$ cat src/rtl/mux_arb_pkg.sv
// Shared definitions for the two-source round-robin mux arbiter.
// The state encoding doubles as the one-hot grant vector.
package mux_arb_pkg;

  localparam int HOLD_W = 8;

  typedef enum logic [1:0] {
    IDLE = 2'd0,
    G0   = 2'd1,
    G1   = 2'd2
  } arb_state_e;

  function automatic arb_state_e grant_state(input logic src);
    return src ? G1 : G0;
  endfunction

endpackage

$ cat src/rtl/mux2_dw.sv
// Parameterized DW-wide 2:1 multiplexer.
module mux2_dw #(
  parameter int DW = 8
) (
  input  logic          s,
  input  logic [DW-1:0] i0,
  input  logic [DW-1:0] i1,
  output logic [DW-1:0] y
);

  assign y = s ? i1 : i0;

endmodule

$ cat src/rtl/mux_rr_arbiter.sv
// Round-robin arbiter for two sources sharing a 2:1 mux, with a bounded
// hold time while the other source is waiting. Grant and select are registered.
module mux_rr_arbiter
  import mux_arb_pkg::*;
#(
  parameter int DW       = 8,
  parameter int MAX_HOLD = 4
) (
  input  logic          clk,
  input  logic          rst,
  input  logic [1:0]    req,
  input  logic [DW-1:0] i0,
  input  logic [DW-1:0] i1,
  output logic [1:0]    gnt,
  output logic          s,
  output logic [DW-1:0] y,
  output logic          y_valid
);

  localparam logic [HOLD_W-1:0] HOLD_LAST = HOLD_W'(MAX_HOLD - 1);

  arb_state_e        state_q, state_d;
  logic              last_q, last_d;
  logic              s_q, s_d;
  logic [HOLD_W-1:0] hold_q, hold_d;

  logic grant_v;
  logic grant_src;
  logic own;

  always_comb begin
    // NOTE: every signal driven here gets a default first so no path can infer a latch.
    state_d   = state_q;
    last_d    = last_q;
    s_d       = s_q;
    hold_d    = hold_q;
    grant_v   = 1'b0;
    grant_src = 1'b0;
    own       = (state_q == G1);

    unique case (state_q)
      IDLE: begin
        if (req == 2'b11) begin
          grant_v   = 1'b1;
          grant_src = ~last_q;
        end else if (req[0] || req[1]) begin
          grant_v   = 1'b1;
          grant_src = req[1];
        end
      end
      G0, G1: begin
        if (!req[own]) begin
          if (req[~own]) begin
            grant_v   = 1'b1;
            grant_src = ~own;
          end else begin
            state_d = IDLE;
          end
        end else if (req[~own] && hold_q == HOLD_LAST) begin
          grant_v   = 1'b1;
          grant_src = ~own;
        end else if (hold_q != HOLD_LAST) begin
          hold_d = hold_q + HOLD_W'(1);
        end
      end
      default: state_d = IDLE;
    endcase

    // Every grant entry restarts the tenure and moves the select with it.
    if (grant_v) begin
      state_d = grant_state(grant_src);
      last_d  = grant_src;
      s_d     = grant_src;
      hold_d  = '0;
    end
  end

  // NOTE: sequential state uses non-blocking assignments so all registers update together.
  always_ff @(posedge clk or posedge rst) begin
    if (rst) begin
      state_q <= IDLE;
      last_q  <= 1'b1;
      s_q     <= 1'b0;
      hold_q  <= '0;
    end else begin
      state_q <= state_d;
      last_q  <= last_d;
      s_q     <= s_d;
      hold_q  <= hold_d;
    end
  end

  // G0/G1 encodings are already the one-hot grant pattern.
  assign gnt     = state_q;
  assign s       = s_q;
  assign y_valid = (gnt[0] & req[0]) | (gnt[1] & req[1]);

  mux2_dw #(.DW(DW)) u_mux (
    .s  (s_q),
    .i0 (i0),
    .i1 (i1),
    .y  (y)
  );

endmodule

$ cat config.mk
export PLATFORM = sky130hd
export DESIGN_NAME = mux_rr_arbiter
export DESIGN_NICKNAME = d
export VERILOG_FILES = /design/src/rtl/mux_arb_pkg.sv /design/src/rtl/mux2_dw.sv /design/src/rtl/mux_rr_arbiter.sv
export SDC_FILE = /design/constraint.sdc
export NUM_CORES = 1
export LEC_CHECK = 0
export BUFFER_PORTS_ARGS = -buffer_cell sky130_fd_sc_hd__buf_2
export CAP_MARGIN = 30
export CORE_MARGIN = 4
export CORE_UTILIZATION = 49
export CTS_BUF_LIST = sky130_fd_sc_hd__clkbuf_2 sky130_fd_sc_hd__clkbuf_4 sky130_fd_sc_hd__clkbuf_8
export DETAILED_ROUTE_END_ITERATION = 10
export GPL_TIMING_DRIVEN = 0
export PLACE_DENSITY = 0.8
export SLEW_MARGIN = 0
export SYNTH_ARGS = -nofsm -noshare
export SYNTH_HDL_FRONTEND = slang
export SYNTH_SLANG_ARGS = --single-unit
$ cat constraint.sdc
create_clock -name clk -period 1.94 [get_ports clk]
set_input_delay 0.097 -clock clk [delete_from_list [all_inputs] [get_ports clk]]
set_output_delay 0.097 -clock clk [all_outputs]
set_load 0.02 [all_outputs]
======== Yosys cells after proc, flatten, opt, wreduce, memory -nomap -nowiden ========
Cells that the tools add are included.
operators by class
  $add $sub $neg .......................... 1
  magnitude comparators ................... 2
  equal/unequal tests ..................... 9
  muxes and demuxes ....................... 27
  bitwise gates (word level) .............. 5
  reductions and logical operators ........ 9
operators with widths
  operator               count
  $mux W8                6
  $mux W1                14
  $add A8 B1 Y8 const B  1
  $eq A8 B2 Y1 const B   1
  $mux W2                4
  $ne A8 B2 Y1 const B   1
  $ne A3 B3 Y1 const B   2
  $reduce_bool A2 Y1     3
  $eq A2 B2 Y1 const B   2
  $lt A1 B2 Y1 const B   2
  $ne A2 B2 Y1 const B   2
  $pmux W1 S2            2
  $pmux W2 S2            1
  $reduce_and A4 Y1      1
  $reduce_and A3 Y1      1
  $and A1 B1 Y1          2
  $eq A2 B1 Y1 const B   1
  $logic_not A2 Y1       1
  $not A1 Y1             2
  $reduce_or A2 Y1       1
  $logic_and A1 B1 Y1    1
  $logic_or A1 B1 Y1     1
  $or A1 B1 Y1           1
storage, ports and cells
  bits in registers ....................... 12
  output and inout bits ................... 12
  logic and storage cells ................. 57

======== Depth between registers and ports, before layout ========
Gate-level depths: netlist of run 1.
  word-level depth ........................ 10
  mapped depth ............................ 7
  gate-level depth less buffers ........... 7

======== Hierarchy ========
From an unflattened synthesis of run 1, not the netlist that was laid out.
unflattened totals
  cell total of the unflattened synthesis .. 86
  area total of the unflattened synthesis .. 900.9 µm²
modules (own cells, without submodules)
  module          instances  cells an instance  area an instance (µm²)
  mux_rr_arbiter  1          77                 769.5
  mux2_dw         1          9                  131.4

======== Worst setup path before layout of run 1 ========
OpenSTA, ideal clock, no wires.
  kind .................................... reg2reg
  from .................................... reg state_q[0] (netlist: gnt[0])
  to ...................................... reg s_q (netlist: s)
  setup time .............................. 0.127 ns
  data arrival time ....................... 1.782 ns
  data required time ...................... 1.813 ns
  slack ................................... 0.031 ns
  cell stages (with the launch flop) ...... 8
  period minus slack after synthesis ...... 1.909 ns
  cell sequence ........................... dfrtp_1 inv_1 ha_1 a21oi_1 or3b_1 a21oi_2 buf_6 o21ai_0
between the ends
  longest elaborated chain between the ends .. 7
RTL lines
  item                                        RTL line                                    RTL
  from (decl)                                 mux_rr_arbiter.sv:22                        arb_state_e state_q, state_d;
  from (signal assigned)                      mux_rr_arbiter.sv:86                        state_q <= state_d;
  $eq A2 B2 Y1                                mux_rr_arbiter.sv:39, mux_rr_arbiter.sv:41
  $mux W1 (implied by the code) (2 in a row)  mux_rr_arbiter.sv:53, mux_rr_arbiter.sv:59
  $logic_and A1 B1 Y1                         mux_rr_arbiter.sv:59                        end else if (req[~own] && hold_q == HOLD_LAST) begin
  $mux W1                                     mux_rr_arbiter.sv:59
  $mux W1                                     mux_rr_arbiter.sv:52                        if (!req[own]) begin
  $pmux W1 S2                                 mux_rr_arbiter.sv:41                        unique case (state_q)
  to (signal assigned)                        mux_rr_arbiter.sv:83                        s_q <= 1'b0;
  to (signal assigned)                        mux_rr_arbiter.sv:88                        s_q <= s_d;
  to (decl)                                   mux_rr_arbiter.sv:24                        logic s_q, s_d;
Parallel ways exist; a longest one is shown, timed or not. The select of a mux whose other input is x is not followed.
A chain may end at the register's enable or synchronous reset.

======== Worst setup path in the final report of run 1 ========
Same ends and word-level chain as after synthesis.

==> insert_results.sql, run 1 <==
INSERT INTO impl_metrics (metric_group, metric, value, unit) VALUES
('timing', 'final.period_utilization', '96.7', '%'),
('global_routing', 'grt.total_usage', '16.0', '%'),
('global_routing', 'grt_start_max_net_pins', '13', ''),
('global_routing', 'via_count_of_the_first_global_routing_pass', '794', ''),
('finish', 'layout-area-overhead-vs-synth', '31.3', '%'),
('timing', 'hold_viol_final', '0', ''),
('synth', 'synth_seq_cells', '12', ''),
('pwr', 'cellLeakagePower', '0.000520', 'uW'),
('route', 'finalWirelength', '1810', 'um'),
('die', 'die_width', '48.9', 'um'),
('route', 'drt_drc_violations_left', '0', ''),
('worst_setup_path', 'crit_required', '2090', 'ps'),
('worst_setup_path', 'critPathArrivalTime', '2020', 'ps'),
('finish', 'layout-drive-gt1-share', '47.1', '%'),
('timing', 'period_needed', '1880', 'ps'),
('route', 'drtAntennaViolNets', '0', ''),
('cts', 'clk_latency', '280', 'ps'),
('die', 'fp.coreArea', '1540', 'sq um'),
('synth', 'synthesis.area', '818', 'sq um'),
('hold_path', 'min_delay_worst_endpoint', 'gnt[0]', ''),
('worst_setup_path', 'path_max_fanout', '10', ''),
('route', 'num_vias', '753', ''),
('worst_setup_path', 'reg2reg_slack', '60', 'ps'),
('die', 'start_util', '53.1', '%'),
('flow_run', 'max_cap_viol_count', '0', ''),
('route', 'detailed_route_iter0_violations', '7', ''),
('worst_setup_path', 'startpoint_type', 'flip-flop', ''),
('global_routing', 'grt_pass1_wl', '3120', 'um'),
('route', 'detail_route.vias_per_cell', '5.50', ''),
('global_routing', 'overflow', '0', ''),
('synth', 'post-synth-top-area-fraction', '33.6', '%'),
('synth', 'postSynthNetCount', '108', ''),
('worst_setup_path', 'worst-r2r-cell-count', '7', ''),
('worst_setup_path', 'crit-reg2reg-launch', 'gnt[0]', ''),
('worst_setup_path', 'worst_setup_path_end_kind', 'flip-flop', ''),
('finish', 'antenna_cells_inserted', '0', ''),
('cts', 'cts-root-buf', 'sky130_fd_sc_hd__clkbuf_4', ''),
('hold_path', 'timing.hold.worst.start', 'req[1]', ''),
('timing', 'fin_worst_skew', '8.09', 'ps'),
('finish', 'final.fill_count', '130', ''),
('pwr', 'p_per_area', '1210', 'nW/um^2'),
('finish', 'design.final.nets', '146', ''),
('die', 'boundaryPins', '32', ''),
('synth', 'synthesis.instances', '84', ''),
('cts', 'tritoncts.num_buffers', '3', ''),
('timing', 'slew_viol_final', '0', ''),
('outcome', 'result_of_the_run', 'finished clean', ''),
('placement', 'numPortBuffers', '31', ''),
('pwr', 'peakVddDrop', '0.000636', 'V'),
('cts', 'ctsLongestPathBuffers', '2', ''),
('die', 'dieHeight', '48.9', 'um'),
('synth', 'synth.area.top_cells', 'sky130_fd_sc_hd__dfrtp_1 34%, sky130_fd_sc_hd__mux2_2 11%, sky130_fd_sc_hd__ha_1 6.1%', ''),
('route', 'wl_per_cell', '13.2', 'um'),
('worst_setup_path', 'crit_path_start', 'gnt[0]', ''),
('hold_path', 'min_delay_path_depth', '3', ''),
('timing', 'max-slew-margin-rel', '68.9', '%'),
('synth', 'ys_seq_area_share', '36.9', '%'),
('placement', 'dp.final_hpwl', '1470', 'um'),
('worst_setup_path', 'reg2reg_to', 's', ''),
('placement', 'pre_cts_ws', '-23.4', 'ps'),
('hold_path', 'hold_class', 'input port to flip-flop', ''),
('cts', 'cts_tree', 'yes', ''),
('worst_setup_path', 'criticalPathCategory', 'flip-flop to flip-flop', ''),
('timing', 'setup_viol', '0', ''),
('synth', 'synth.lib_cells_used.distinct', '31', ''),
('synth', 'syn-mean-instance-area', '9.74', 'sq um'),
('global_routing', 'grt_antenna_before_repair', '0', ''),
('finish', 'fin_util', '69.7', '%'),
('placement', 'place_congestion', '0.807', ''),
('timing', 'worst_pin_slew', '466', 'ps'),
('cts', 'clkSinkCount', '12', ''),
('placement', 'dp.cells', '131', ''),
('route', 'drtPass1Iterations', '4', ''),
('cts', 'path_clk_slew', '70', 'ps'),
('timing', 'fmax', '533', 'MHz'),
('timing', 'final_critical_path_setup_slack', '64.1', 'ps'),
('die', 'dieArea', '2390', 'sq um'),
('synth', 'synth.largest_area_cell', 'sky130_fd_sc_hd__dfrtp_1', ''),
('timing', 'rsz0062_at_grt', 'true', ''),
('cts', 'cts-htree-levels', '1', ''),
('synth', 'yosys_warns', '0', ''),
('finish', 'finish.cell_count_without_fillers', '137', ''),
('die', 'placement_rows', '14', '');
area by class of cell:
class / instances / area, sq um / area share [%]
repair buffers: 33 / 173 / 16.1
clock buffers: 4 / 30.0 / 2.79
plain buffers: 2 / 15.0 / 1.40
well taps: 16 / 20.0 / 1.86
multi-input cells: 63 / 508 / 47.3
flip-flops and latches: 12 / 303 / 28.2
inverters: 7 / 26.3 / 2.44
routing by layer:
metal  up-vias  track usage, %  part of all wire [%]
met1       345            17.6                    42
li1        366               -                     -
met3         7            4.28                   8.0
met4         0            6.73                   2.3
met5         -               0                     0
met2        35            28.5                    48
state kept, by name (all words and copies together), names as in the netlist:
signal and cells:
gnt 2, hold_q 8, last_q 1, s 1
worst max path at each step:
| stage | cells after the start | endpoint |
|---|---|---|
| after floorplan | 7 | s |
| after global placement | 7 | s |
| after detailed placement | 7 | s |
| after CTS | 7 | s |
| after global routing | 7 | hold_q[4] |
| final | 7 | s |
layout by cell type, fill, tap and decap left out, types with 2 or more instances in the layout:
cell	n
sky130_fd_sc_hd__buf_2	31
sky130_fd_sc_hd__dfrtp_1	10
sky130_fd_sc_hd__mux2_2	8
sky130_fd_sc_hd__inv_1	7
sky130_fd_sc_hd__nor2_1	7
sky130_fd_sc_hd__nand3_1	5
sky130_fd_sc_hd__xnor2_1	5
sky130_fd_sc_hd__o21ai_0	4
sky130_fd_sc_hd__clkbuf_4	4
sky130_fd_sc_hd__mux2i_1	3
sky130_fd_sc_hd__nand2_1	3
sky130_fd_sc_hd__ha_1	3
sky130_fd_sc_hd__nor3_1	2
sky130_fd_sc_hd__and3_1	2
sky130_fd_sc_hd__nor2_2	2
sky130_fd_sc_hd__nand2b_1	2
sky130_fd_sc_hd__xor2_1	2
cells in the mapped netlist:
cell type                   number
sky130_fd_sc_hd__nor2_1          7
sky130_fd_sc_hd__mux2i_1         3
sky130_fd_sc_hd__nand3_1         5
sky130_fd_sc_hd__nand2_1         3
sky130_fd_sc_hd__o2bb2ai_1       1
sky130_fd_sc_hd__ha_1            4
sky130_fd_sc_hd__mux2_2          8
sky130_fd_sc_hd__o21ai_1         1
sky130_fd_sc_hd__nor4b_2         1
sky130_fd_sc_hd__or3b_1          1
sky130_fd_sc_hd__nor2_2          2
sky130_fd_sc_hd__xnor2_1         5
sky130_fd_sc_hd__a211oi_1        1
sky130_fd_sc_hd__nor3_1          2
sky130_fd_sc_hd__inv_1           7
sky130_fd_sc_hd__a31oi_1         2
sky130_fd_sc_hd__buf_6           1
sky130_fd_sc_hd__a21boi_0        1
sky130_fd_sc_hd__a22o_1          1
sky130_fd_sc_hd__nand2b_1        2
sky130_fd_sc_hd__dfstp_2         1
sky130_fd_sc_hd__xor2_1          2
sky130_fd_sc_hd__and2b_1         1
sky130_fd_sc_hd__o21ai_0         4
sky130_fd_sc_hd__and3_1          2
sky130_fd_sc_hd__a21oi_2         1
sky130_fd_sc_hd__a21oi_1         1
sky130_fd_sc_hd__clkbuf_1        1
sky130_fd_sc_hd__and2b_2         1
sky130_fd_sc_hd__dfrtp_1        11
sky130_fd_sc_hd__a211o_2         1
critical path, cell delays in order, from the launching register on:
cell	delay, ps
sky130_fd_sc_hd__dfrtp_1	400
sky130_fd_sc_hd__inv_1	110
sky130_fd_sc_hd__ha_4	290
sky130_fd_sc_hd__a21oi_1	60
sky130_fd_sc_hd__or3b_4	410
sky130_fd_sc_hd__a21oi_4	230
sky130_fd_sc_hd__buf_6	170
sky130_fd_sc_hd__o21ai_0	90
metrics by stage:
step                setup TNS, ps  total power (uW)  area (sq um)  hold WS, ps
global placement                0              1010           993          110
detailed placement          -23.4              1040           993          134
finish                          0              1300          1070          286
floorplan                       0               866           818        -39.0
CTS                             0              1230          1040          281
global route                -60.1              1400          1070          339
repair_timing:
item / CTS / global route
hold endpoints to repair: 11 / 0
endpoints found under the setup margin: 2 / 12
gates resized for setup: 1 / 5
pin swaps: 0 / 1
buffers inserted: 0 / 1
hold buffers: 1 / 0
power breakdown:
part | switching [uW] | leakage, uW | total, uW | internal, uW
Clock | 83.0 | 0.0000184 | 177 | 93.7
Combinational | 429 | 0.000344 | 770 | 341
Sequential | 44.7 | 0.000158 | 352 | 308
kinds of logic (layout without fill, tap and decap cells):
logic type / count (synthesis) / in the layout / share of synthesized area [%]
and+or+nand+nor: 27 / 27 / 18.3
AOI/OAI and AO/OA: 14 / 14 / 11.5
DFF: 12 / 12 / 36.9
muxes: 11 / 11 / 14.7
buffers and inverters: 9 / 46 / 5.05
xor gates and xnor gates: 7 / 7 / 7.49
adders and majority gates: 4 / 4 / 6.12
No activity file was read; power rests on OpenSTA's default activity.
==> run 2, diff against run 1 <==
--- a/config.mk
+++ b/config.mk
@@ -12,7 +12,8 @@
 export CTS_BUF_LIST = sky130_fd_sc_hd__clkbuf_2 sky130_fd_sc_hd__clkbuf_4 sky130_fd_sc_hd__clkbuf_8
 export DETAILED_ROUTE_END_ITERATION = 10
 export GPL_TIMING_DRIVEN = 0
-export PLACE_DENSITY = 0.8
+export MAX_ROUTING_LAYER = met4
+export PLACE_DENSITY = 0.87
 export SLEW_MARGIN = 0
 export SYNTH_ARGS = -nofsm -noshare
 export SYNTH_HDL_FRONTEND = slang
==> run 2 against run 1 <==
Against the previous run: clock-buffer cell count is the same; worst hold slack got worse by 24 ps; critical path depth stayed put; non-clock buffer count up 1; critical endpoint unchanged; combinational power rose by 3.2%; first-iteration DRC count grew 29%; routed wire length fell by 7.6%; critical path type unchanged; global-route usage down 0.17 points.
==> insert_results.sql, run 2 (synthesis results as in run 1) <==
INSERT INTO impl_metrics (metric_group, metric, value, unit) VALUES
('outcome', 'result_of_the_run', 'finished clean', ''),
('worst_setup_path', 'timing.critical_path.max_delay_family', 'flip-flops', ''),
('worst_setup_path', 'critPathArrivalTime', '1970', 'ps'),
('global_routing', 'grt_antenna_before_repair', '0', ''),
('hold_path', 'hold_class', 'input port to flip-flop', ''),
('worst_setup_path', 'worst-r2r-cell-count', '7', ''),
('worst_setup_path', 'reg2reg_to', 's', ''),
('timing', 'setup_viol', '0', ''),
('finish', 'final_common_cell', 'sky130_fd_sc_hd__buf_2', ''),
('route', 'detailed_route_iter0_violations', '9', ''),
('timing', 'fin_worst_skew', '2.52', 'ps'),
('timing', 'period_needed', '1820', 'ps'),
('global_routing', 'grt_start_max_net_pins', '13', ''),
('placement', 'place_congestion', '0.844', ''),
('die', 'placement_rows', '14', ''),
('die', 'fp.coreArea', '1540', 'sq um'),
('timing', 'slew_viol_final', '0', ''),
('placement', 'dp.final_hpwl', '1330', 'um'),
('finish', 'final.fill_count', '122', ''),
('timing', 'finalHoldWorstSlack', '262', 'ps'),
('timing', 'max-slew-margin-rel', '69.7', '%'),
('timing', 'final.period_utilization', '93.6', '%'),
('hold_path', 'min_delay_worst_endpoint', 'last_q', ''),
('route', 'wl_per_cell', '12.1', 'um'),
('cts', 'clk_latency', '260', 'ps'),
('finish', 'finish.cell_count_without_fillers', '138', ''),
('finish', 'register_name_with_the_most_flops', 'hold_q', ''),
('worst_setup_path', 'path_max_fanout', '5', ''),
('finish', 'commonest_non_fill_non_tap_cells_in_the_layout', '31 x sky130_fd_sc_hd__buf_2, 10 x sky130_fd_sc_hd__dfrtp_1, 8 x sky130_fd_sc_hd__mux2_2, 7 x sky130_fd_sc_hd__nor2_1, 6 x sky130_fd_sc_hd__inv_1', ''),
('route', 'num_vias', '726', ''),
('global_routing', 'via_count_of_the_first_global_routing_pass', '755', ''),
('finish', 'largest_register_ffs', '8', ''),
('worst_setup_path', 'crit-reg2reg-launch', 'gnt[0]', ''),
('cts', 'path_clk_slew', '70', 'ps'),
('cts', 'tritoncts.num_buffers', '3', ''),
('placement', 'numPortBuffers', '31', ''),
('timing', 'tns', '0', 'ps'),
('worst_setup_path', 'startpoint_type', 'flip-flop', ''),
('worst_setup_path', 'worst_setup_path_end_kind', 'flip-flop', ''),
('finish', 'layout-area-overhead-vs-synth', '34.1', '%'),
('finish', 'antenna_cells_inserted', '0', ''),
('flow_run', 'max_cap_viol_count', '0', ''),
('die', 'start_util', '53.1', '%'),
('placement', 'dp.cells', '131', ''),
('global_routing', 'grt_pass1_wl', '3040', 'um'),
('finish', 'fin_util', '71.2', '%'),
('route', 'detail_route.vias_per_cell', '5.26', ''),
('die', 'dieHeight', '48.9', 'um'),
('worst_setup_path', 'reg2reg_slack', '120', 'ps'),
('pwr', 'p_per_area', '1220', 'nW/um^2'),
('die', 'boundaryPins', '32', ''),
('finish', 'design.final.nets', '147', ''),
('worst_setup_path', 'timing.critical_path.slowest_stage_cell', 'sky130_fd_sc_hd__dfrtp_1', ''),
('worst_setup_path', 'cp_slowest_stage_delay', '420', 'ps'),
('route', 'drt_drc_violations_left', '0', ''),
('worst_setup_path', 'criticalPathCategory', 'flip-flop to flip-flop', ''),
('timing', 'worst_pin_slew', '454', 'ps'),
('die', 'dieArea', '2390', 'sq um'),
('hold_path', 'timing.hold.worst.start', 'req[1]', ''),
('worst_setup_path', 'crit_required', '2090', 'ps'),
('worst_setup_path', 'crit_path_cell_trace', 'inv_2 -> ha_4 -> a21oi_1 -> or3b_4 -> a21oi_4 -> buf_6 -> o21ai_0', ''),
('timing', 'fmax', '551', 'MHz'),
('worst_setup_path', 'critical_path.n_buffers_inverters', '2', ''),
('finish', 'layout-drive-gt1-share', '50.0', '%'),
('timing', 'rsz0062_at_grt', 'false', ''),
('cts', 'ctsLongestPathBuffers', '2', ''),
('route', 'drtAntennaViolNets', '0', ''),
('die', 'die_width', '48.9', 'um'),
('route', 'drtPass1Iterations', '4', ''),
('cts', 'cts_tree', 'yes', ''),
('pwr', 'cellLeakagePower', '0.000527', 'uW'),
('global_routing', 'overflow', '0', ''),
('cts', 'clkSinkCount', '12', ''),
('pwr', 'peakVddDrop', '0.000616', 'V'),
('cts', 'cts-root-buf', 'sky130_fd_sc_hd__clkbuf_4', ''),
('route', 'finalWirelength', '1680', 'um'),
('timing', 'hold_viol_final', '0', ''),
('global_routing', 'grt.total_usage', '15.8', '%'),
('cts', 'cts-htree-levels', '1', ''),
('hold_path', 'min_delay_path_depth', '4', '');
## run 2: final cells by class
type | count | area, sq um | area share (%)
multi-input combinational | 63 | 513 | 46.8
sequential | 12 | 303 | 27.6
timing repair buffer | 34 | 184 | 16.8
clock buffer | 4 | 36.3 | 3.31
inverter | 7 | 26.3 | 2.39
tap | 16 | 20.0 | 1.82
buffer | 2 | 15.0 | 1.37
## run 2: repair_timing
item / 4_1_cts / 5_1_grt
hold buffers: 1 / 0
endpoints found under the hold margin: 11 / 0
setup buffers: 0 / 1
gates resized for setup: 0 / 12
setup endpoints to repair: 0 / 12
## run 2: per-stage QoR
step,cell area [sq um],worst slack (ps),total power (uW)
6_report,1100,125,1340
5_1_grt,1100,21.6,1470
4_1_cts,1040,7.15,1230
3_5_place_dp,993,27.7,1030
3_3_place_gp,993,47.8,1010
2_1_floorplan,818,31.2,866
## run 2: how the worst max path moves through the flow
| stage | from | depth (start not counted) | endpoint | slack, ps |
|---|---|---|---|---|
| after global placement | gnt[0] | 7 | s | 50 |
| after global routing | gnt[0] | 7 | s | 20 |
| after detailed placement | gnt[0] | 7 | s | 30 |
| after floorplan | gnt[0] | 7 | s | 30 |
| final | gnt[0] | 7 | s | 120 |
| after CTS | gnt[0] | 7 | s | 7 |
## run 2: metal layers
metal | wire (um) | global-route usage (%)
met5 | 0 | -
met4 | 23 | 8.52
met2 | 747 | 25.2
met3 | 138 | 2.45
met1 | 766 | 19.1
## run 2: worst reg2reg max path, stage by stage (launching register included)
cell and delay, ps:
sky130_fd_sc_hd__dfrtp_1 420, sky130_fd_sc_hd__inv_2 80, sky130_fd_sc_hd__ha_4 270, sky130_fd_sc_hd__a21oi_1 60, sky130_fd_sc_hd__or3b_4 410, sky130_fd_sc_hd__a21oi_4 250
sky130_fd_sc_hd__buf_6 150, sky130_fd_sc_hd__o21ai_0 60
## run 2: power breakdown
| part | switching (uW) | total, uW | internal, uW |
|---|---|---|---|
| Combinational | 429 | 795 | 365 |
| Sequential | 45.9 | 353 | 307 |
| Clock | 79.2 | 193 | 114 |
| Total | 555 | 1340 | 786 |
